==> src/rtl/lenet_pkg.sv <==
// Shared types and constants for the LeNet layer sequencer.
package lenet_pkg;

  localparam int unsigned NUM_LAYERS_DEF = 4;

  localparam int unsigned L_CONV1 = 0;
  localparam int unsigned L_CONV2 = 1;
  localparam int unsigned L_FC1   = 2;
  localparam int unsigned L_FC2   = 3;

  typedef enum logic [2:0] {
    SEQ_IDLE,
    SEQ_LAUNCH,
    SEQ_WAIT,
    SEQ_NEXT,
    SEQ_DONE,
    SEQ_ERR
  } seq_state_e;

endpackage

==> src/rtl/lenet_sat_counter.sv <==
// Clear/enable saturating up-counter with a combinational terminal-count compare.
module lenet_sat_counter #(
  parameter int unsigned W    = 20,
  parameter int unsigned TERM = 0
) (
  input  logic         clk,
  input  logic         srstn,
  input  logic         clr,
  input  logic         en,
  output logic [W-1:0] count,
  output logic         term_c
);

  always_ff @(posedge clk or negedge srstn) begin
    if (!srstn) begin
      count <= '0;
    end else if (clr) begin
      count <= '0;
    end else if (en && (count != '1)) begin
      count <= count + W'(1);
    end
  end

  assign term_c = (count == W'(TERM));

endmodule

==> src/rtl/lenet_layer_sequencer.sv <==
// Top-level sequencer: launches each layer engine in turn, ping-pongs buffers,
// runs a batch of images, profiles layer latency and guards with a watchdog.
module lenet_layer_sequencer
  import lenet_pkg::*;
#(
  parameter int unsigned NUM_LAYERS  = NUM_LAYERS_DEF,
  parameter int unsigned BATCH_W     = 8,
  parameter int unsigned CYC_W       = 20,
  parameter int unsigned TIMEOUT_CYC = 500000
) (
  input  logic                          clk,
  input  logic                          srstn,
  input  logic                          start,
  input  logic                          abort,
  input  logic [BATCH_W-1:0]            batch_num,
  input  logic [NUM_LAYERS-1:0]         layer_done,
  output logic [NUM_LAYERS-1:0]         layer_start,
  output logic                          mem_sel,
  output logic                          busy,
  output logic [$clog2(NUM_LAYERS)-1:0] cur_layer,
  output logic [BATCH_W-1:0]            img_idx,
  output logic [CYC_W-1:0]              layer_cycles,
  output logic                          layer_cycles_valid,
  output logic                          frame_done,
  output logic                          all_done,
  output logic                          timeout_err
);

  localparam int unsigned LW   = $clog2(NUM_LAYERS);
  localparam int unsigned LAST = NUM_LAYERS - 1;

  seq_state_e             state, state_d;
  logic [LW-1:0]          cur_layer_d;
  logic [BATCH_W-1:0]     img_idx_d, batch_last, batch_last_d;
  logic                   mem_sel_d, busy_d, timeout_err_d;
  logic [NUM_LAYERS-1:0]  layer_start_d;
  logic [CYC_W-1:0]       layer_cycles_d;
  logic                   valid_d, frame_done_d, all_done_d;
  logic                   launch_c, done_c;

  logic [CYC_W-1:0]       cyc_cnt;
  logic                   wd_hit_c;

  // Expiry fires in the cycle the count would reach TIMEOUT_CYC.
  lenet_sat_counter #(
    .W    (CYC_W),
    .TERM (TIMEOUT_CYC - 1)
  ) u_cyc_cnt (
    .clk    (clk),
    .srstn  (srstn),
    .clr    (state == SEQ_LAUNCH),
    .en     (state == SEQ_WAIT),
    .count  (cyc_cnt),
    .term_c (wd_hit_c)
  );

  assign done_c = layer_done[cur_layer];

  // Next-state and next-output logic.
  always_comb begin
    state_d        = state;
    cur_layer_d    = cur_layer;
    img_idx_d      = img_idx;
    batch_last_d   = batch_last;
    mem_sel_d      = mem_sel;
    timeout_err_d  = timeout_err;
    layer_cycles_d = layer_cycles;
    layer_start_d  = '0;
    valid_d        = 1'b0;
    frame_done_d   = 1'b0;
    all_done_d     = 1'b0;
    launch_c       = 1'b0;

    case (state)
      SEQ_IDLE, SEQ_ERR: begin
        if (start) begin
          batch_last_d  = (batch_num == '0) ? '0 : batch_num - BATCH_W'(1);
          img_idx_d     = '0;
          cur_layer_d   = '0;
          mem_sel_d     = 1'b0;
          timeout_err_d = 1'b0;
          launch_c      = 1'b1;
        end
      end
      SEQ_LAUNCH: state_d = SEQ_WAIT;
      SEQ_WAIT: begin
        if (done_c) begin
          layer_cycles_d = (cyc_cnt == '1) ? cyc_cnt : cyc_cnt + CYC_W'(1);
          valid_d        = 1'b1;
          frame_done_d   = (cur_layer == LW'(LAST));
          state_d        = SEQ_NEXT;
        end else if (wd_hit_c) begin
          timeout_err_d = 1'b1;
          state_d       = SEQ_ERR;
        end
      end
      SEQ_NEXT: begin
        mem_sel_d = ~mem_sel;
        if (cur_layer != LW'(LAST)) begin
          cur_layer_d = cur_layer + LW'(1);
          launch_c    = 1'b1;
        end else if (img_idx == batch_last) begin
          all_done_d = 1'b1;
          state_d    = SEQ_DONE;
        end else begin
          img_idx_d   = img_idx + BATCH_W'(1);
          cur_layer_d = '0;
          mem_sel_d   = 1'b0;
          launch_c    = 1'b1;
        end
      end
      SEQ_DONE: state_d = SEQ_IDLE;
      default:  state_d = SEQ_IDLE;
    endcase

    if (launch_c) begin
      state_d       = SEQ_LAUNCH;
      layer_start_d = NUM_LAYERS'(1) << cur_layer_d;
    end

    // Abort overrides everything; indices and the sticky error simply hold.
    if (abort) begin
      state_d        = SEQ_IDLE;
      cur_layer_d    = cur_layer;
      img_idx_d      = img_idx;
      batch_last_d   = batch_last;
      timeout_err_d  = timeout_err;
      layer_cycles_d = layer_cycles;
      mem_sel_d      = 1'b0;
      layer_start_d  = '0;
      valid_d        = 1'b0;
      frame_done_d   = 1'b0;
      all_done_d     = 1'b0;
    end

    busy_d = (state_d == SEQ_LAUNCH) || (state_d == SEQ_WAIT) ||
             (state_d == SEQ_NEXT)   || (state_d == SEQ_DONE);
  end

  always_ff @(posedge clk or negedge srstn) begin
    if (!srstn) begin
      state              <= SEQ_IDLE;
      cur_layer          <= '0;
      img_idx            <= '0;
      batch_last         <= '0;
      mem_sel            <= 1'b0;
      busy               <= 1'b0;
      timeout_err        <= 1'b0;
      layer_start        <= '0;
      layer_cycles       <= '0;
      layer_cycles_valid <= 1'b0;
      frame_done         <= 1'b0;
      all_done           <= 1'b0;
    end else begin
      state              <= state_d;
      cur_layer          <= cur_layer_d;
      img_idx            <= img_idx_d;
      batch_last         <= batch_last_d;
      mem_sel            <= mem_sel_d;
      busy               <= busy_d;
      timeout_err        <= timeout_err_d;
      layer_start        <= layer_start_d;
      layer_cycles       <= layer_cycles_d;
      layer_cycles_valid <= valid_d;
      frame_done         <= frame_done_d;
      all_done           <= all_done_d;
    end
  end

endmodule

==> config.mk <==
export PLATFORM = sky130hd
export DESIGN_NAME = lenet_layer_sequencer
export DESIGN_NICKNAME = d
export VERILOG_FILES = /design/src/rtl/lenet_pkg.sv /design/src/rtl/lenet_sat_counter.sv /design/src/rtl/lenet_layer_sequencer.sv
export SDC_FILE = /design/constraint.sdc
export NUM_CORES = 1
export LEC_CHECK = 0
export ABC_AREA = 1
export CORE_UTILIZATION = 35
export DETAILED_ROUTE_END_ITERATION = 7
export PLACE_DENSITY = 0.61
export SYNTH_ARGS = -nofsm -noshare
export SYNTH_HDL_FRONTEND = slang
export SYNTH_SLANG_ARGS = --single-unit
==> constraint.sdc <==
create_clock -name clk -period 4.6 [get_ports clk]
set_input_delay 0.92 -clock clk [delete_from_list [all_inputs] [get_ports clk]]
set_output_delay 0.92 -clock clk [all_outputs]
set_load 0.1 [all_outputs]
==> qor.txt <==
Worst path slowest cell - clkdlybuf4s50_1
TritonRoute pass-1 iters - 4
Post-synth top area cell - dfrtp_1
Share of cells above drive strength 1 - 0.111
Final wirelength - 8710 µm
Top_reg_cell synth - dfrtp_1
Fin Hold WS - 0.480 ns
Largest net degree at the start of global routing - 45
Clock transition at path regs - 0.07 ns
Initial antenna violation count - 0
FF+latch count, synth - 71
CP bufs+invs - 1
Maximum Capacitance Violations - 0
Overflow after GRT - 0
Drt wl/cell - 13.2 µm
Sw frac - 0.409
Leakage - 2.22 nW
Met2 usage in global routing - 0.289
Status - complete, no violations
Rows - 37
# H-tree levels - 3
Routed Antenna Nets - 0
Share of total power in sequential cells - 0.338
Clock Latency Late Sink - 0.35 ns
Most crowded layer after global routing - met2
Min Tclk post-route - 2.95 ns
Nets - 538
Final setup violation count - 0
Ys async rst share - 1.00
Internal power - 1.35 mW
Top cells by area, synth - dfrtp_1 46%, nand2_1 11%, inv_1 6.0%, o21ai_0 4.2%, xor2_1 3.9%
Tightest Hold Check Type - flip-flop to flip-flop
RSZ-0062 raised after global routing - no
Residual DRC count - 0
N_diodes - 0
Die ar. - 0.0114 mm²
Post-synth EDFFs - 0
Vias in the first global route - 3,186
Fin. max-slew vios - 0
Crit. End Element - output pin
Final Cycle Share - 0.641
Netlist Area Pre-Place - 0.00385 mm²
Worst Path Required - 3.68 ns
Routing usage on met1 - 0.208
CP Depth - 1
Worst slew pin tran - 0.988 ns
DR iter-0 viols - 77
Share of the yosys chip area belonging to registers - 0.461
GRT Util Overall - 0.167
Hold depth - 1
Top post-synthesis cells by count - 110 x nand2_1, 71 x dfrtp_1, 62 x inv_1
Psw - 0.934 mW
Syn Area/Cell - 8.39 µm²
Crit path DAT - 2.03 ns
Reg2Reg Depth - 13
Ys Warns - 0
Met3 usage in global routing - 0.0353
DR vias - 3,186
Setup Skew - 0.0150 ns
Die X - 107 µm
Clock Power Share - 0.294
Routability cong. - 0.835
Number of gates resized after cts - 0
Setup bufs post-CTS - 0
Count of different cell masters after synthesis - 40
CP Cell Sequence - clkdlybuf4s50_1
Die Height - 107 µm
Slew HR - 0.339
Port Buffers - 55
Clock Sinks - 71
Final hold violation count - 0
Clock buffer depth - 2
Setup CP Type - flip-flop to output pin
Max VDD drop - 0.267 mV
Mapped Cells - 459
Setup_tns - 0 ns
Max Fanout on Critical Path - 6
Post-synth top area share - 0.461
I/O pin total - 56
Post-detail-place hpwl - 6370 µm
Mapped Nets - 479
CTS Hold Buffers Added - 0
CTS tree - built
F_max - 339 MHz
Cell with the most instances after synthesis - nand2_1
Vias per inst - 4.83
PD cells - 477 mW/mm²
CP top delay family - buffers and inverters
Starting Density - 0.367
Slowest stage delay, CP - 1.20 ns
Combinational power share - 0.368
Startpoint types - flip-flop
Area added between synthesis and finish - 24.4%
Core box area - 0.0105 mm²
Root Driver - clkbuf_8
TritonCTS Buffers - 9
First-pass GRT wire length - 15,000 µm
## cell families (layout without fill, tap and decap cells)
| logic type | Yosys count | count (layout) | synth area share |
|---|---|---|---|
| AO/OA/AOI/OAI | 86 | 86 | 0.141 |
| XOR/XNOR | 24 | 24 | 0.0546 |
| adder cells (fa/ha/maj) | 4 | 4 | 0.0130 |
| buffers and inverters | 78 | 142 | 0.0825 |
| flip-flops | 71 | 71 | 0.461 |
| AND/OR/NAND/NOR | 196 | 196 | 0.248 |
## final timing paths
path,from,end,slack (ns)
worst min register to register,layer_cycles[11],layer_cycles[11],0.48
worst max register to register,u_cyc_cnt.count[0],u_cyc_cnt.count[18],2.16
min in group asynchronous,srstn,layer_cycles[2],0.73
max in group asynchronous,srstn,img_idx[7],2.92
worst min-delay path,layer_cycles[11],layer_cycles[11],0.48
worst max-delay path,img_idx[3],img_idx[3],1.65
## power by group through the flow
stage / combinational, mW / sequential [mW] / clock (mW)
2_1_floorplan: 0.275 / 1.15 / 0
3_3_place_gp: 0.833 / 0.785 / 0
3_5_place_dp: 0.843 / 0.785 / 0
4_1_cts: 0.846 / 0.773 / 0.687
5_1_grt: 0.901 / 0.783 / 0.710
6_report: 0.841 / 0.771 / 0.672
## through the flow
stage / setup WS [ns] / instance area (µm²) / power [mW] / std cells / utilization
6_report: 1.65 / 4790 / 2.28 / 659 / 0.456
3_3_place_gp: 1.88 / 4520 / 1.62 / 643 / 0.430
3_5_place_dp: 1.77 / 4520 / 1.63 / 643 / 0.430
4_1_cts: 1.65 / 4790 / 2.31 / 659 / 0.456
2_1_floorplan: 2.39 / 3850 / 1.43 / 459 / -
5_1_grt: 1.59 / 4790 / 2.39 / 659 / 0.456
## flip-flops by register name (all words and copies together) (netlist names)
register and flops:
all_done 1, batch_last 8, busy 1, cur_layer 2, frame_done 1, img_idx 8
layer_cycles 20, layer_cycles_valid 1, layer_start 4, mem_sel 1, state 3, timeout_err 1
u_cyc_cnt.count 20
## placed cells by master (no fill, tap or decap), types with 2 or more instances in the layout
master,Yosys,routed
nor2_4,5,5
clkdlybuf4s50_1,0,54
o21ai_1,9,9
nand3_1,21,21
o22ai_2,9,9
inv_1,62,62
o22ai_1,5,5
nor3_4,2,2
xor2_1,17,17
bufinv_16,0,4
nand2_1,110,110
nand2_4,3,3
nor2_1,31,31
nand3_2,2,2
dfrtp_1,71,71
inv_2,8,8
xnor2_1,7,7
a21o_1,5,5
o22a_1,2,2
nor2_8,2,2
nand2_2,5,5
ha_1,4,4
nor3_1,3,3
nor2_2,2,2
o21ai_0,32,32
a21oi_1,17,17
nand4_1,6,6
clkbuf_8,0,10
## routing by layer
metal  up-vias  routed length (µm)
met3        11                 369
met2        78                4290
met1      1494                3930
met5         -                   0
li1       1603                   -
met4         0                 120
## layout make-up
type	count	area (µm²)
repair buffers	56	553
clock inverters	5	129
well taps	136	170
fillers	1010	5720
multi-input cells	310	1760
clock buffers	11	141
flip-flops and latches	71	1780
inverters	70	263
No activity file was read; power rests on OpenSTA's default activity.
